==> src/rtl/mc_pkg.sv <==
// Shared types and the opcode decode table for the multi-cycle controller.
package mc_pkg;

  localparam int unsigned DEC_OPC_W = 4;
  localparam int unsigned DEC_ALU_W = 3;
  localparam int unsigned DEC_SEL_W = 6;

  typedef enum logic [2:0] {
    ST_FETCH  = 3'd0,
    ST_DECODE = 3'd1,
    ST_EXEC   = 3'd2,
    ST_MEM    = 3'd3,
    ST_WB     = 3'd4,
    ST_HALTED = 3'd5,
    ST_TRAP   = 3'd6
  } state_e;

  typedef enum logic [1:0] {
    CLS_R = 2'd0,
    CLS_M = 2'd1,
    CLS_J = 2'd2,
    CLS_N = 2'd3
  } cls_e;

  localparam logic [1:0] CAUSE_NONE    = 2'b00;
  localparam logic [1:0] CAUSE_ILLEGAL = 2'b01;
  localparam logic [1:0] CAUSE_TIMEOUT = 2'b10;

  typedef struct packed {
    logic                 valid;
    cls_e                 cls;
    logic [DEC_ALU_W-1:0] alu;
    logic [DEC_SEL_W-1:0] s;
  } dec_t;

  // Maps the low opcode nibble to {valid, class, alu, s}.
  function automatic dec_t decode_op(input logic [DEC_OPC_W-1:0] op);
    dec_t d;
    d.valid = 1'b1;
    d.cls   = CLS_R;
    d.alu   = '0;
    d.s     = '0;
    case (op)
      4'b0000: begin d.alu = 3'b100; d.s = 6'b000100; end
      4'b0001: begin d.alu = 3'b011; d.s = 6'b001000; end
      4'b0010: begin d.alu = 3'b000; d.s = 6'b000100; end
      4'b0011: begin d.alu = 3'b001; d.s = 6'b000100; end
      4'b1000: begin d.cls = CLS_M; d.alu = 3'b011; d.s = 6'b100011; end
      4'b1001: begin d.cls = CLS_M; d.alu = 3'b000; d.s = 6'b100011; end
      4'b1010: begin d.cls = CLS_M; d.alu = 3'b001; d.s = 6'b100011; end
      4'b0110: begin d.cls = CLS_J; d.s = 6'b010000; end
      4'b0111: d.cls = CLS_N;
      default: d.valid = 1'b0;
    endcase
    return d;
  endfunction

endpackage

==> src/rtl/mc_decode.sv <==
// Combinational opcode decoder; wide opcodes with any upper bit set are illegal.
module mc_decode
  import mc_pkg::*;
#(
  parameter int unsigned OPC_W = 4,
  parameter int unsigned ALU_W = 3,
  parameter int unsigned SEL_W = 6
) (
  input  logic [OPC_W-1:0] opr,
  output logic             valid_c,
  output cls_e             cls_c,
  output logic [ALU_W-1:0] alu_c,
  output logic [SEL_W-1:0] s_c
);

  dec_t dec;
  logic hi_nz;

  always_comb begin
    hi_nz   = (opr >> DEC_OPC_W) != '0;
    dec     = decode_op(opr[DEC_OPC_W-1:0]);
    valid_c = dec.valid & ~hi_nz;
    cls_c   = dec.cls;
    alu_c   = ALU_W'(dec.alu);
    s_c     = SEL_W'(dec.s);
  end

endmodule

==> src/rtl/multicycle_controller.sv <==
// Multi-cycle instruction sequencer: fetch/decode/exec/mem/wb with halt, traps
// and a retired-instruction counter. Outputs are registered from the current state.
module multicycle_controller
  import mc_pkg::*;
#(
  parameter int unsigned OPC_W = 4,
  parameter int unsigned ALU_W = 3,
  parameter int unsigned SEL_W = 6,
  parameter int unsigned TMO_W = 4,
  parameter int unsigned CNT_W = 16
) (
  input  logic             clk,
  input  logic             rst,
  input  logic [OPC_W-1:0] opr,
  input  logic             halt,
  input  logic             mem_ready,
  output logic [ALU_W-1:0] alu_cont,
  output logic [SEL_W-1:0] s,
  output logic             ir_load,
  output logic             pc_inc,
  output logic             pc_load,
  output logic             mem_req,
  output logic             reg_we,
  output logic             halted,
  output logic             trap,
  output logic [1:0]       trap_cause,
  output logic [CNT_W-1:0] instr_cnt
);

  state_e           state_q, state_d;
  cls_e             cls_q, cls_d;
  logic [ALU_W-1:0] alu_code_q, alu_code_d;
  logic [SEL_W-1:0] s_code_q, s_code_d;
  logic [TMO_W-1:0] tmo_q, tmo_d, tmo_inc;
  logic [1:0]       cause_q, cause_d;
  logic [CNT_W-1:0] cnt_q, cnt_d;

  logic [ALU_W-1:0] alu_cont_q, alu_cont_d;
  logic [SEL_W-1:0] s_q, s_d;
  logic             ir_load_q, ir_load_d;
  logic             pc_inc_q, pc_inc_d;
  logic             pc_load_q, pc_load_d;
  logic             mem_req_q, mem_req_d;
  logic             reg_we_q, reg_we_d;
  logic             halted_q, halted_d;
  logic             trap_q, trap_d;
  logic [1:0]       trap_cause_q, trap_cause_d;

  logic             dec_valid_c;
  cls_e             dec_cls_c;
  logic [ALU_W-1:0] dec_alu_c;
  logic [SEL_W-1:0] dec_s_c;

  mc_decode #(
    .OPC_W(OPC_W),
    .ALU_W(ALU_W),
    .SEL_W(SEL_W)
  ) u_decode (
    .opr    (opr),
    .valid_c(dec_valid_c),
    .cls_c  (dec_cls_c),
    .alu_c  (dec_alu_c),
    .s_c    (dec_s_c)
  );

  // Next state, latched decode fields, counters and next registered outputs.
  always_comb begin
    state_d      = state_q;
    cls_d        = cls_q;
    alu_code_d   = alu_code_q;
    s_code_d     = s_code_q;
    tmo_d        = tmo_q;
    tmo_inc      = tmo_q + TMO_W'(1);
    cause_d      = cause_q;
    cnt_d        = cnt_q;
    alu_cont_d   = '0;
    s_d          = '0;
    ir_load_d    = 1'b0;
    pc_inc_d     = 1'b0;
    pc_load_d    = 1'b0;
    mem_req_d    = 1'b0;
    reg_we_d     = 1'b0;
    halted_d     = 1'b0;
    trap_d       = 1'b0;
    trap_cause_d = CAUSE_NONE;

    case (state_q)
      ST_FETCH: begin
        if (halt) begin
          state_d = ST_HALTED;
        end else begin
          ir_load_d = 1'b1;
          pc_inc_d  = 1'b1;
          state_d   = ST_DECODE;
        end
      end
      ST_HALTED: begin
        halted_d = 1'b1;
        if (!halt) state_d = ST_FETCH;
      end
      ST_DECODE: begin
        alu_code_d = dec_alu_c;
        s_code_d   = dec_s_c;
        cls_d      = dec_cls_c;
        if (!dec_valid_c) begin
          cause_d = CAUSE_ILLEGAL;
          state_d = ST_TRAP;
        end else if (dec_cls_c == CLS_N) begin
          cnt_d   = cnt_q + CNT_W'(1);
          state_d = ST_FETCH;
        end else begin
          state_d = ST_EXEC;
        end
      end
      ST_EXEC: begin
        alu_cont_d = alu_code_q;
        s_d        = s_code_q;
        case (cls_q)
          CLS_R:   state_d = ST_WB;
          CLS_M:   state_d = ST_MEM;
          default: begin
            pc_load_d = 1'b1;
            cnt_d     = cnt_q + CNT_W'(1);
            state_d   = ST_FETCH;
          end
        endcase
      end
      ST_MEM: begin
        mem_req_d  = 1'b1;
        alu_cont_d = alu_code_q;
        s_d        = s_code_q;
        // Ready is checked first so a completion on the limit cycle still wins.
        if (mem_ready) begin
          tmo_d   = '0;
          state_d = ST_WB;
        end else begin
          tmo_d = tmo_inc;
          if (tmo_inc == '1) begin
            cause_d = CAUSE_TIMEOUT;
            state_d = ST_TRAP;
          end
        end
      end
      ST_WB: begin
        reg_we_d = 1'b1;
        cnt_d    = cnt_q + CNT_W'(1);
        state_d  = ST_FETCH;
      end
      ST_TRAP: begin
        trap_d       = 1'b1;
        trap_cause_d = cause_q;
      end
      default: state_d = ST_FETCH;
    endcase
  end

  // State and output registers with synchronous reset.
  always_ff @(posedge clk) begin
    if (rst) begin
      state_q      <= ST_FETCH;
      cls_q        <= CLS_R;
      alu_code_q   <= '0;
      s_code_q     <= '0;
      tmo_q        <= '0;
      cause_q      <= CAUSE_NONE;
      cnt_q        <= '0;
      alu_cont_q   <= '0;
      s_q          <= '0;
      ir_load_q    <= 1'b0;
      pc_inc_q     <= 1'b0;
      pc_load_q    <= 1'b0;
      mem_req_q    <= 1'b0;
      reg_we_q     <= 1'b0;
      halted_q     <= 1'b0;
      trap_q       <= 1'b0;
      trap_cause_q <= CAUSE_NONE;
    end else begin
      state_q      <= state_d;
      cls_q        <= cls_d;
      alu_code_q   <= alu_code_d;
      s_code_q     <= s_code_d;
      tmo_q        <= tmo_d;
      cause_q      <= cause_d;
      cnt_q        <= cnt_d;
      alu_cont_q   <= alu_cont_d;
      s_q          <= s_d;
      ir_load_q    <= ir_load_d;
      pc_inc_q     <= pc_inc_d;
      pc_load_q    <= pc_load_d;
      mem_req_q    <= mem_req_d;
      reg_we_q     <= reg_we_d;
      halted_q     <= halted_d;
      trap_q       <= trap_d;
      trap_cause_q <= trap_cause_d;
    end
  end

  assign alu_cont   = alu_cont_q;
  assign s          = s_q;
  assign ir_load    = ir_load_q;
  assign pc_inc     = pc_inc_q;
  assign pc_load    = pc_load_q;
  assign mem_req    = mem_req_q;
  assign reg_we     = reg_we_q;
  assign halted     = halted_q;
  assign trap       = trap_q;
  assign trap_cause = trap_cause_q;
  assign instr_cnt  = cnt_q;

endmodule

==> config.mk <==
export PLATFORM = sky130hd
export DESIGN_NAME = multicycle_controller
export DESIGN_NICKNAME = d
export VERILOG_FILES = /design/src/rtl/mc_pkg.sv /design/src/rtl/mc_decode.sv /design/src/rtl/multicycle_controller.sv
export SDC_FILE = /design/constraint.sdc
export NUM_CORES = 1
export LEC_CHECK = 0
export ABC_CLOCK_PERIOD_IN_PS = 2300
export CORE_MARGIN = 5
export CORE_UTILIZATION = 53
export CTS_BUF_LIST = sky130_fd_sc_hd__clkbuf_4
export DETAILED_ROUTE_END_ITERATION = 8
export PLACE_DENSITY = 0.91
export SLEW_MARGIN = 25
export SYNTH_ARGS = -nofsm -noshare
export SYNTH_HDL_FRONTEND = slang
export SYNTH_SLANG_ARGS = --single-unit
==> constraint.sdc <==
create_clock -name clk -period 2.3 [get_ports clk]
set_input_delay 0.69 -clock clk [delete_from_list [all_inputs] [get_ports clk]]
set_output_delay 0.69 -clock clk [all_outputs]
set_load 0.01 [all_outputs]
=== Word-level counts from Yosys, hierarchy flattened ===
Cells that the tools add are included.

* $add $sub $neg: 2
* Equal/unequal tests: 25
* Mux-type cells: 27
* Bitwise logic cells: 4
* Reductions and logical operators: 19

{| class="wikitable"
|+ Operators by type and width
! cell !! number
|-
| 16-bit two-way mux || 3
|-
| 16-bit case mux with 3 select lines || 1
|-
| 6-bit case mux with 4 select lines || 1
|-
| 3-bit case mux with 6 select lines || 1
|-
| 16-bit by 1-bit adder with 16-bit output (second input constant) || 1
|-
| 4-bit == test (second input constant) || 4
|-
| 2-bit OR reduction || 8
|-
| 3-bit two-way mux || 5
|-
| 2-bit != test (second input constant) || 7
|-
| 3-bit == test (second input constant) || 3
|-
| 3-bit case mux with 3 select lines || 1
|-
| 9-bit OR reduction || 1
|-
| 4-bit by 2-bit == test with 1-bit output (second input constant) || 2
|-
| 4-bit by 3-bit == test with 1-bit output (second input constant) || 2
|-
| 2-bit two-way mux || 4
|-
| 4-bit AND reduction || 2
|-
| 1-bit two-way mux || 7
|-
| 3-bit by 2-bit == test with 1-bit output (second input constant) || 2
|-
| 2-bit case mux with 3 select lines || 1
|-
| 3-bit case mux with 2 select lines || 1
|-
| 3-bit OR reduction || 2
|-
| 4-bit by 1-bit adder with 4-bit output (second input constant) || 1
|-
| 4-bit by 1-bit == test with 1-bit output (second input constant) || 1
|-
| 4-bit zero test || 1
|-
| 12 further kinds || 15
|}

* Register bits: 53
* Input port bits: 8
* Output and inout port bits: 34
* Logic and storage cells: 93

=== Logic depth before layout (Yosys ltp) ===
Gate-level depths: netlist (run 1).

* Depth after elaboration: 7
* Gate-level depth with buffers: 7
* Mapped depth without buffers: 5

=== Hierarchy ===
Synthesis (run 1) repeated with hierarchy kept, for this count alone.

* Cell total of the unflattened synthesis: 251
* Area, all modules: 2275.9 um^2

{| class="wikitable"
|+ Modules (own cells, without submodules)
! module !! times used !! cells each !! area each (um^2) !! seq. area each (um^2)
|-
| multicycle_controller || 1 || 233 || 2150.8 || 1061.0
|-
| mc_decode || 1 || 18 || 125.1 || 0.0
|}

=== Worst setup path before layout (run 1) ===
OpenSTA, ideal clock, no wires.

* Path type: input port to flip-flop
* Start point: input port opr[3]
* End point: register cnt_q[15] (netlist: instr_cnt[15])
* Setup time: 0.123 ns
* Data arrival time: 1.887 ns
* Setup slack: 0.289 ns
* Stages on the path: 6
* Cell sequence: buf_6 -> and4b_1 -> a211oi_1 -> buf_2 -> nor4_1 -> mux2_1

* Cells in the longest elaborated chain, start to end: 6
* Elaborated cells between the ends (all ways): 17
* Classes of those cells: eq/ne: 11; mux: 2; reduce/logical: 4

{| class="wikitable"
|+ Ends and longest elaborated chain
! what !! RTL line !! text
|-
| start: declaration || multicycle_controller.sv:14 || <nowiki>input logic [OPC_W-1:0] opr,</nowiki>
|-
| 4-bit == test || mc_pkg.sv:43 || <nowiki>case (op)</nowiki>
|-
| 3-bit OR reduction (no line) || n/a ||
|-
| 2-bit case mux with 3 select lines || mc_pkg.sv:43 ||
|-
| 2-bit == test || multicycle_controller.sv:108 || <nowiki>end else if (dec_cls_c == CLS_N) begin</nowiki>
|-
| 2-bit != test (no line) || n/a ||
|-
| 4-bit AND reduction (no line) * || n/a ||
|-
| end signal: assignment || multicycle_controller.sv:184 || <nowiki>cnt_q <= cnt_d;</nowiki>
|-
| end: declaration || multicycle_controller.sv:36 || <nowiki>logic [CNT_W-1:0] cnt_q, cnt_d;</nowiki>
|}

Mark *: on every way between the ends. The rest lies on a longest branch, timed or not.
A chain may end at the register's enable or synchronous reset.

=== Final worst setup path (run 1) ===
* Start point: register cnt_q[2] (netlist: instr_cnt[2])
* End point: output port instr_cnt[2]

{| class="wikitable"
|+ RTL lines
! what !! RTL line !! text
|-
| end: declaration || multicycle_controller.sv:27 || <nowiki>output logic [CNT_W-1:0] instr_cnt</nowiki>
|}

No word-level cell between the ends.

==> results.yml, run 1 <==
critical_path:
  cp_slowest_cell: "clkdlybuf4s50_1"
  critPathTopFamily: "buffers and inverters"
  worst-path-max-fanout: 10
  max_stage_delay_ps: 610
  worst-setup-path-type: "reg2out"
  required_ps: 1610
  crit_path_start: "instr_cnt[2]"
  r2r_start: "state_q[1]"
  cp.arrival_ps: 1510
  crit_buf_inv: 1
  path_cells: "clkdlybuf4s50_1"
  cp-start-kind: "register"
  crit_path_end_kind: "output port"
place:
  io_buffers: 41
  hpwl_mm: 3.57
  dp_cells: 339
  finalWeightedCongestion: 0.807
  place_area_mm2: 0.00268
detailed_routing:
  dr_wl_met3_um: 251
  drc: 0
  wirelength_mm: 4.99
  first_pass_iters: 4
  wire_per_inst_um: 14.4
  routed.top_layer: "met4"
  route.vias.total: 2017
  postRouteAntennaNets: 0
  drt-met1-wl_mm: 2.09
  drt-initial-drc-count: 128
  via_per_inst: 5.81
  wl_met2_mm: 2.58
timing:
  maxClockFrequency_mhz: 454
  max_slew_margin: 0.724
  final-hold-violation-count: 0
  rsz0062_at_grt: "false"
  setup_tns_ps: 0
  slew_viol_final: 0
  layout_min_cycle_time_ps: 2200
  min_period_over_period: 0.959
  hold_ws_ps: 460
  final-setup-viol-count: 0
  worst_slew_pin_slew_ps: 414
  clock_skew_ps: 13.7
yosys:
  synthArstFlopShare: 0
  syn_nets: 267
  yosysTopAreaCell: "dfxtp_1"
  netlist_area_mm2: 0.00221
  syn_area_per_cell_um2: 8.62
  synth_ff_type: "dfxtp_1"
  synth-seq-cells: 49
  synth_edf_count: 0
  yosys-top-cells-area: "dfxtp_1 (44%), a21oi_1 (6.6%), nor2_1 (3.4%), nand2_1 (2.7%), and3_1 (2.6%)"
  yosysWarnings: 0
  yosys.area.top_type_share: 0.444
  synth_cells: 256
  seq_area_frac_synth: 0.444
  synthDistinctLibCells: 50
global_route:
  grt_overflow: 0
  grt_pass1_wl_mm: 8.18
  grt_max_degree: 19
  grt_pass1_vias: 1804
  antenna_found_initial: 0
  grtUsageTotal: 0.188
clocking:
  clk_path_buf_depth: 2
  cts_sinks: 49
  cts_buffers: 5
  cts_tree: "yes"
  hold_buffers: 0
  clk_pin_slew_ps: 130
  cts_root_buf: "clkbuf_4"
  cts_setup_buffers: 0
  postCtsResizedCells: 0
  insertion_delay_ps: 370
  cts_max_level: 2
finish:
  nFillCells: 319
  finalNonFillerCells: 347
  final_nets: 307
  final_cell_mix: "dfxtp_1 (49), clkdlybuf4s50_1 (41), a21oi_1 (29)"
  drive_above_1_share: 0.0842
  final_common_cell: "dfxtp_1"
  area_growth_pct: 24.8
  num_antenna_cells: 0
  fin_area_mm2: 0.00275
outcome:
  status: "finished clean"
pwr:
  p_per_area_mw_per_mm2: 728
  leakage_nw: 0.986
  ir_worst_vdd_uv: 390
flow_run:
  drv_cap: 0
worst_hold_path:
  min_from: "alu_code_q[2]"
  holdCritPathClass: "reg2reg"
floorplanning:
  core_mm2: 0.00403
  initial_core_util: 0.548
  die_area_mm2: 0.00555
  die_w_um: 74.5
  ios: 42
  rows: 23
  die_h_um: 74.5
final cells by class:
class                           count  area [um^2]  area share
Multi-Input combinational cell    180         1100       0.398
Clock inverter                      2         33.8      0.0123
Sequential cell                    49          981       0.356
Clock buffer                        6         45.0      0.0164
Timing Repair Buffer               55          515       0.187
Inverter                            5         18.8     0.00682
Tap cell                           50         62.6      0.0227
power breakdown:
part	total (mW)	switching, mW	internal [mW]
clock network	0.503	0.264	0.238
logic	0.512	0.270	0.242
registers	0.991	0.0832	0.908
total	2.01	0.617	1.39
routing by layer:
layer | GRT usage | vias to the layer above
met3 | 0.0284 | 6
met1 | 0.228 | 949
met5 | 0 | -
li1 | - | 1009
met2 | 0.328 | 53
met4 | 0.0830 | 0
final timing paths:
| kind | to | slack [ps] | cells past startpoint |
|---|---|---|---|
| setup / recovery | instr_cnt[2] | 100 | 1 |
| hold / removal | alu_code_q[2] | 460 | 2 |
| setup reg to reg | instr_cnt[5] | 410 | 5 |
| hold reg to reg | alu_code_q[2] | 460 | 2 |
synth_stat cells, drive strengths merged (6+ instances only):
cell and instances:
dfxtp 49, a21oi 29, nand2 16, nor2b 6, clkbuf 12, o31ai 7
nor2 20, nand3 10, and3 9, buf 10, or4 7, or3 6
o21ai 10
sequential cells by signal (all words and copies together) (netlist names):
signal and cells:
cls_q 2, reg_we 1, trap_cause 2, mem_req 1, alu_cont 3, tmo_q 4, cause_q 2, s_code_q 4
s 4, state_q 3, trap 1, pc_load 1, pc_inc 1, alu_code_q 3, instr_cnt 16, halted 1
worst reg2reg max path, delay by kind of cell, from the launching register on:
family          cells  cell delay, ps
simple gates        2             800
flops               1             600
compound gates      2             230
buf+inv             1             190
per-stage QoR:
stage	setup slack (ps)	utilization	power, mW
after floorplan	289	-	1.34
after global placement	-159	0.664	1.49
after detailed placement	-174	0.664	1.51
after CTS	83.7	0.684	2.01
after global routing	42.2	0.684	2.10
final	95.4	0.684	2.01
cell families (layout without fill, tap and decap cells):
kind of cell	count (synthesis)	in the layout	synth area share
compound gates	64	64	0.176
xor+xnor	2	2	0.00794
fa+ha+maj	3	3	0.0170
buf+inv	27	68	0.0607
flops	49	49	0.444
mux	2	2	0.00964
simple gates	109	109	0.285
No activity file was read; power rests on OpenSTA's default activity.
==> run 2, diff against run 1 <==
CORE_ASPECT_RATIO = 0.9   (was default)
CTS_CLUSTER_SIZE = 14   (was default)
==> run 2 against run 1 <==
  * Critical path depth is the same
  * Via count is 1.3% higher
  * Clock power grew 1%
  * Critical path type unchanged
  * Critical endpoint unchanged
  * Largest cell class unchanged
==> results.yml, run 2 (synthesis results as in run 1) <==
finish:
  drive_above_1_share: 0.0748
  final_cell_mix: "dfxtp_1 (49), clkdlybuf4s50_1 (41), a21oi_1 (29)"
  multi_input_area_mm2: 0.00110
  final_nets: 304
  nFillCells: 312
  final_common_cell: "dfxtp_1"
  largest_reg_flops: 16
  area_growth_pct: 24.2
  fin_util: 0.677
  num_antenna_cells: 0
  seq_area_um2: 981
critical_path:
  required_ps: 1610
  cp-start-kind: "register"
  r2r_start: "state_q[2]"
  reg2reg_slack_ps: 470
  worst-path-max-fanout: 10
  r2r_end: "instr_cnt[5]"
  crit_buf_inv: 1
  cp_slowest_cell: "clkdlybuf4s50_1"
  crit_path_end_kind: "output port"
  critPathTopFamily: "buffers and inverters"
  worst-setup-path-type: "reg2out"
  rr_worst_depth: 5
  max_stage_delay_ps: 610
  cp.arrival_ps: 1520
  path_cells: "clkdlybuf4s50_1"
pwr:
  leakage_nw: 0.977
  ir_worst_vdd_uv: 358
  p_per_area_mw_per_mm2: 731
floorplanning:
  die_area_mm2: 0.00556
  ios: 42
  core_mm2: 0.00405
  rows: 22
  die_h_um: 71.2
  die_w_um: 78.0
  initial_core_util: 0.545
clocking:
  cts_tree: "yes"
  clk_pin_slew_ps: 140
  insertion_delay_ps: 370
  hold_buffers: 0
  cts_root_buf: "clkbuf_4"
  cts_max_level: 2
  cts_buffers: 5
  cts_setup_buffers: 0
  clk_path_buf_depth: 2
  cts_sinks: 49
  postCtsResizedCells: 0
worst_hold_path:
  hold_depth: 2
  hold_end: "alu_code_q[2]"
  holdCritPathClass: "reg2reg"
  min_from: "alu_code_q[2]"
outcome:
  status: "finished clean"
timing:
  rsz0062_at_grt: "false"
  final-setup-viol-count: 0
  maxClockFrequency_mhz: 452
  clock_skew_ps: 12.5
  max_slew_margin: 0.633
  worst_slew_pin_slew_ps: 550
  slew_viol_final: 0
  final-hold-violation-count: 0
  min_period_over_period: 0.961
  setup_tns_ps: 0
  layout_min_cycle_time_ps: 2210
detailed_routing:
  first_pass_iters: 4
  drt-initial-drc-count: 169
  via_per_inst: 5.98
  postRouteAntennaNets: 0
  route.vias.total: 2044
  wire_per_inst_um: 14.7
  drc: 0
  wirelength_mm: 5.04
global_route:
  grt_max_degree: 23
  grt_pass1_vias: 1868
  grt_pass1_wl_mm: 8.44
  grt_overflow: 0
  antenna_found_initial: 0
  grtUsageTotal: 0.183
place:
  finalWeightedCongestion: 0.801
  io_buffers: 41
  hpwl_mm: 3.61
flow_run:
  drv_cap: 0
==> run 2: cell types whose count changed in the layout (fill, tap and decap cells not counted), sizes merged <==
cell / delta
buf: -3
==> run 2: how the worst max path moves through the flow <==
stage | depth (start not counted) | to | start | slack [ps]
after floorplan | 6 | instr_cnt[15] | opr[3] | 290
after global placement | 6 | instr_cnt[5] | opr[3] | -110
after detailed placement | 6 | instr_cnt[11] | opr[3] | -180
after CTS | 1 | instr_cnt[2] | instr_cnt[2] | 100
after global routing | 1 | instr_cnt[2] | instr_cnt[2] | 20
final | 1 | instr_cnt[2] | instr_cnt[2] | 90
==> run 2: final cells by class <==
cell class,count,area share
multi-input combinational,180,0.400
sequential,49,0.358
timing repair buffer,52,0.184
tap,48,0.0219
clock buffer,6,0.0164
clock inverter,2,0.0123
inverter,5,0.00685
==> run 2: where the power goes <==
| group | leakage [nW] | switching, mW | internal, mW |
|---|---|---|---|
| Sequential | 0.396 | 0.0710 | 0.908 |
| Clock | 0.0433 | 0.270 | 0.238 |
| Combinational | 0.538 | 0.279 | 0.239 |
| Total | 0.977 | 0.620 | 1.39 |
==> run 2: worst register-to-register path, delay by kind of cell (launching register included) <==
family                 cells  cell delay [ps]
DFF                        1              580
buffers and inverters      1              180
and+or+nand+nor            2              780
AOI/OAI and AO/OA          2              250
==> run 2: metal layers <==
metal | GRT usage | up-vias | part of all wire
met5 | 0 | - | 0
met2 | 0.303 | 58 | 0.49
met3 | 0.0364 | 9 | 0.044
met4 | 0.0769 | 0 | 0.014
met1 | 0.232 | 967 | 0.45
li1 | - | 1010 | -
==> run 2: metrics by stage <==
step / hold slack (ps) / cell area [um^2] / power [mW] / setup slack [ps] / cells
finish: 455 / 2740 / 2.00 / 88.8 / 342
global route: 478 / 2740 / 2.11 / 17.7 / 342
CTS: 457 / 2740 / 2.00 / 96.3 / 342
detailed placement: 441 / 2660 / 1.51 / -183 / 334
global placement: 435 / 2660 / 1.49 / -112 / 334
floorplan: 427 / 2210 / 1.34 / 289 / 256
==> run 3, diff against run 2 <==
ABC_AREA = 1   (was default)
CORE_UTILIZATION = 54   (was 53)
PLACE_DENSITY = 0.92   (was 0.91)
==> run 3 against run 2 <==
  * Clock skew shrank 4.4 ps
  * Combinational power grew 56%
  * Sequential cell count is the same
  * Die area shrank 0.54%
  * Hold slack lost 14 ps
  * Global-route usage grew 0.44 points
  * Design area grew 2.1%
  * Critical path depth is the same
  * Register-to-register slack gained 100 ps
  * Critical path type unchanged
  * Highest routed layer unchanged
==> results.yml, run 3 <==
outcome:
  status: "finished clean"
global_route:
  grt_max_degree: 16
  antenna_found_initial: 0
  grt_pass1_wl_mm: 8.62
  grt_overflow: 0
  grtUsageTotal: 0.187
  grt_pass1_vias: 2017
yosys:
  yosysMostFrequentCell: "nand2_1"
  syn_area_per_cell_um2: 7.12
  netlist_area_mm2: 0.00223
  seq_area_frac_synth: 0.439
  synthDistinctLibCells: 27
  yosysTopAreaCell: "dfxtp_1"
  synthArstFlopShare: 0
  yosysWarnings: 0
  synth_cells: 314
  synth_edf_count: 0
  synth_common_cells: "nand2_1 (75), dfxtp_1 (49), nor2_1 (40), inv_1 (39), a21oi_1 (29)"
  yosys-top-cells-area: "dfxtp_1 (44%), nand2_1 (13%), nor2_1 (6.7%), inv_1 (6.6%), a21oi_1 (6.5%)"
  syn_nets: 325
  synth-seq-cells: 49
  synth_ff_type: "dfxtp_1"
  yosys.area.top_type_share: 0.439
clocking:
  insertion_delay_ps: 370
  cts_max_level: 2
  clk_path_buf_depth: 2
  hold_buffers: 0
  cts_setup_buffers: 0
  cts_buffers: 5
  cts_sinks: 49
  cts_tree: "yes"
  clk_pin_slew_ps: 140
  postCtsResizedCells: 0
  cts_root_buf: "clkbuf_4"
detailed_routing:
  via_per_inst: 5.38
  first_pass_iters: 5
  wire_per_inst_um: 12.5
  wirelength_mm: 5.10
  drc: 0
  postRouteAntennaNets: 0
  route.vias.total: 2191
  drt-initial-drc-count: 193
finish:
  area_growth_pct: 25.3
  drive_above_1_share: 0.0724
  final_nets: 369
  largest_reg_flops: 16
  final_cell_mix: "nand2_1 (75), dfxtp_1 (49), clkdlybuf4s50_1 (41)"
  final_common_cell: "nand2_1"
  num_antenna_cells: 0
timing:
  setup_tns_ps: 0
  final-hold-violation-count: 0
  clock_skew_ps: 8.06
  min_period_over_period: 0.936
  worst_slew_pin_slew_ps: 370
  max_slew_margin: 0.752
  fin_ws_ps: 146
  layout_min_cycle_time_ps: 2150
  final-setup-viol-count: 0
  maxClockFrequency_mhz: 464
  rsz0062_at_grt: "false"
  slew_viol_final: 0
critical_path:
  worst-path-max-fanout: 7
  cp_slowest_cell: "clkdlybuf4s50_1"
  crit_path_end_kind: "output port"
  cp.arrival_ps: 1460
  crit_buf_inv: 1
  cp-start-kind: "register"
  worst-setup-path-type: "reg2out"
  critPathTopFamily: "buffers and inverters"
  path_cells: "clkdlybuf4s50_1"
  required_ps: 1610
  max_stage_delay_ps: 590
floorplanning:
  ios: 42
  die_area_mm2: 0.00553
  rows: 22
  die_h_um: 71.0
  core_mm2: 0.00405
  initial_core_util: 0.552
  die_w_um: 77.8
place:
  hpwl_mm: 3.82
  place_ws_ps: 29.6
  finalWeightedCongestion: 0.934
  io_buffers: 41
pwr:
  leakage_nw: 1.05
  p_per_area_mw_per_mm2: 888
  ir_worst_vdd_uv: 698
  power.total_mw: 2.48
worst_hold_path:
  holdCritPathClass: "reg2reg"
flow_run:
  drv_cap: 0
==> run 3: cell count changes in the layout (fill, tap and decap cells not counted), sizes merged, moves of 5 or more <==
cell	before	now
and3	9	0
inv	5	43
nand2	16	75
nand3	10	23
nor2	20	42
nor2b	6	0
nor3b	5	0
o31ai	7	0
or3	6	0
or4	7	0
xor2	1	6
==> run 3: cell type report <==
cell class,instances,area [um^2]
Fill cell,314,1250
Timing Repair Buffer,48,463
Sequential cell,49,981
Tap cell,48,60.1
Clock inverter,3,65.1
Clock buffer,5,37.5
Multi-Input combinational cell,211,1030
Inverter,43,161
==> run 3: logic make-up after synthesis <==
kind of cell	count (synthesis)	share of synthesized area
AOI/OAI and AO/OA	46	0.115
xor gates and xnor gates	7	0.0274
adders and majority gates	3	0.0168
buffers and inverters	54	0.0997
DFF	49	0.439
and+or+nand+nor	155	0.302
==> run 3: layer usage <==
| metal | track usage | up-vias | wire length (um) |
|---|---|---|---|
| met5 | 0 | - | 0 |
| met4 | 0.0802 | 0 | 60 |
| met3 | 0.0344 | 10 | 282 |
| met2 | 0.308 | 73 | 2490 |
| met1 | 0.240 | 1010 | 2270 |
| li1 | - | 1098 | - |
==> run 3: path summary, 6_finish.rpt <==
path,start,slack [ps],cells past startpoint,end
hold reg to reg,s_code_q[4],440,2,s[4]
setup / recovery,instr_cnt[6],150,1,instr_cnt[6]
setup reg to reg,state_q[0],570,6,instr_cnt[15]
hold / removal,s_code_q[4],440,2,s[4]
==> run 3: power by group <==
part           switching (mW)  total (mW)  internal [mW]  leakage, nW
clock network           0.278       0.615          0.337       0.0552
registers              0.0951        1.06          0.967        0.397
logic                   0.530       0.808          0.278        0.594
==> run 3: through the flow <==
step	area (um^2)	utilization	instances	hold slack [ps]
4_1_cts	2800	0.692	407	441
3_5_place_dp	2700	0.666	399	421
2_1_floorplan	2230	-	314	405
3_3_place_gp	2700	0.666	399	418
5_1_grt	2800	0.692	407	468
6_report	2800	0.692	407	441
==> run 3: worst reg2reg max path: cells and delay by family (launching register included) <==
| kind | cells | cell delay (ps) |
|---|---|---|
| AOI/OAI and AO/OA | 1 | 130 |
| buffers and inverters | 1 | 250 |
| DFF | 1 | 510 |
| and+or+nand+nor | 4 | 790 |
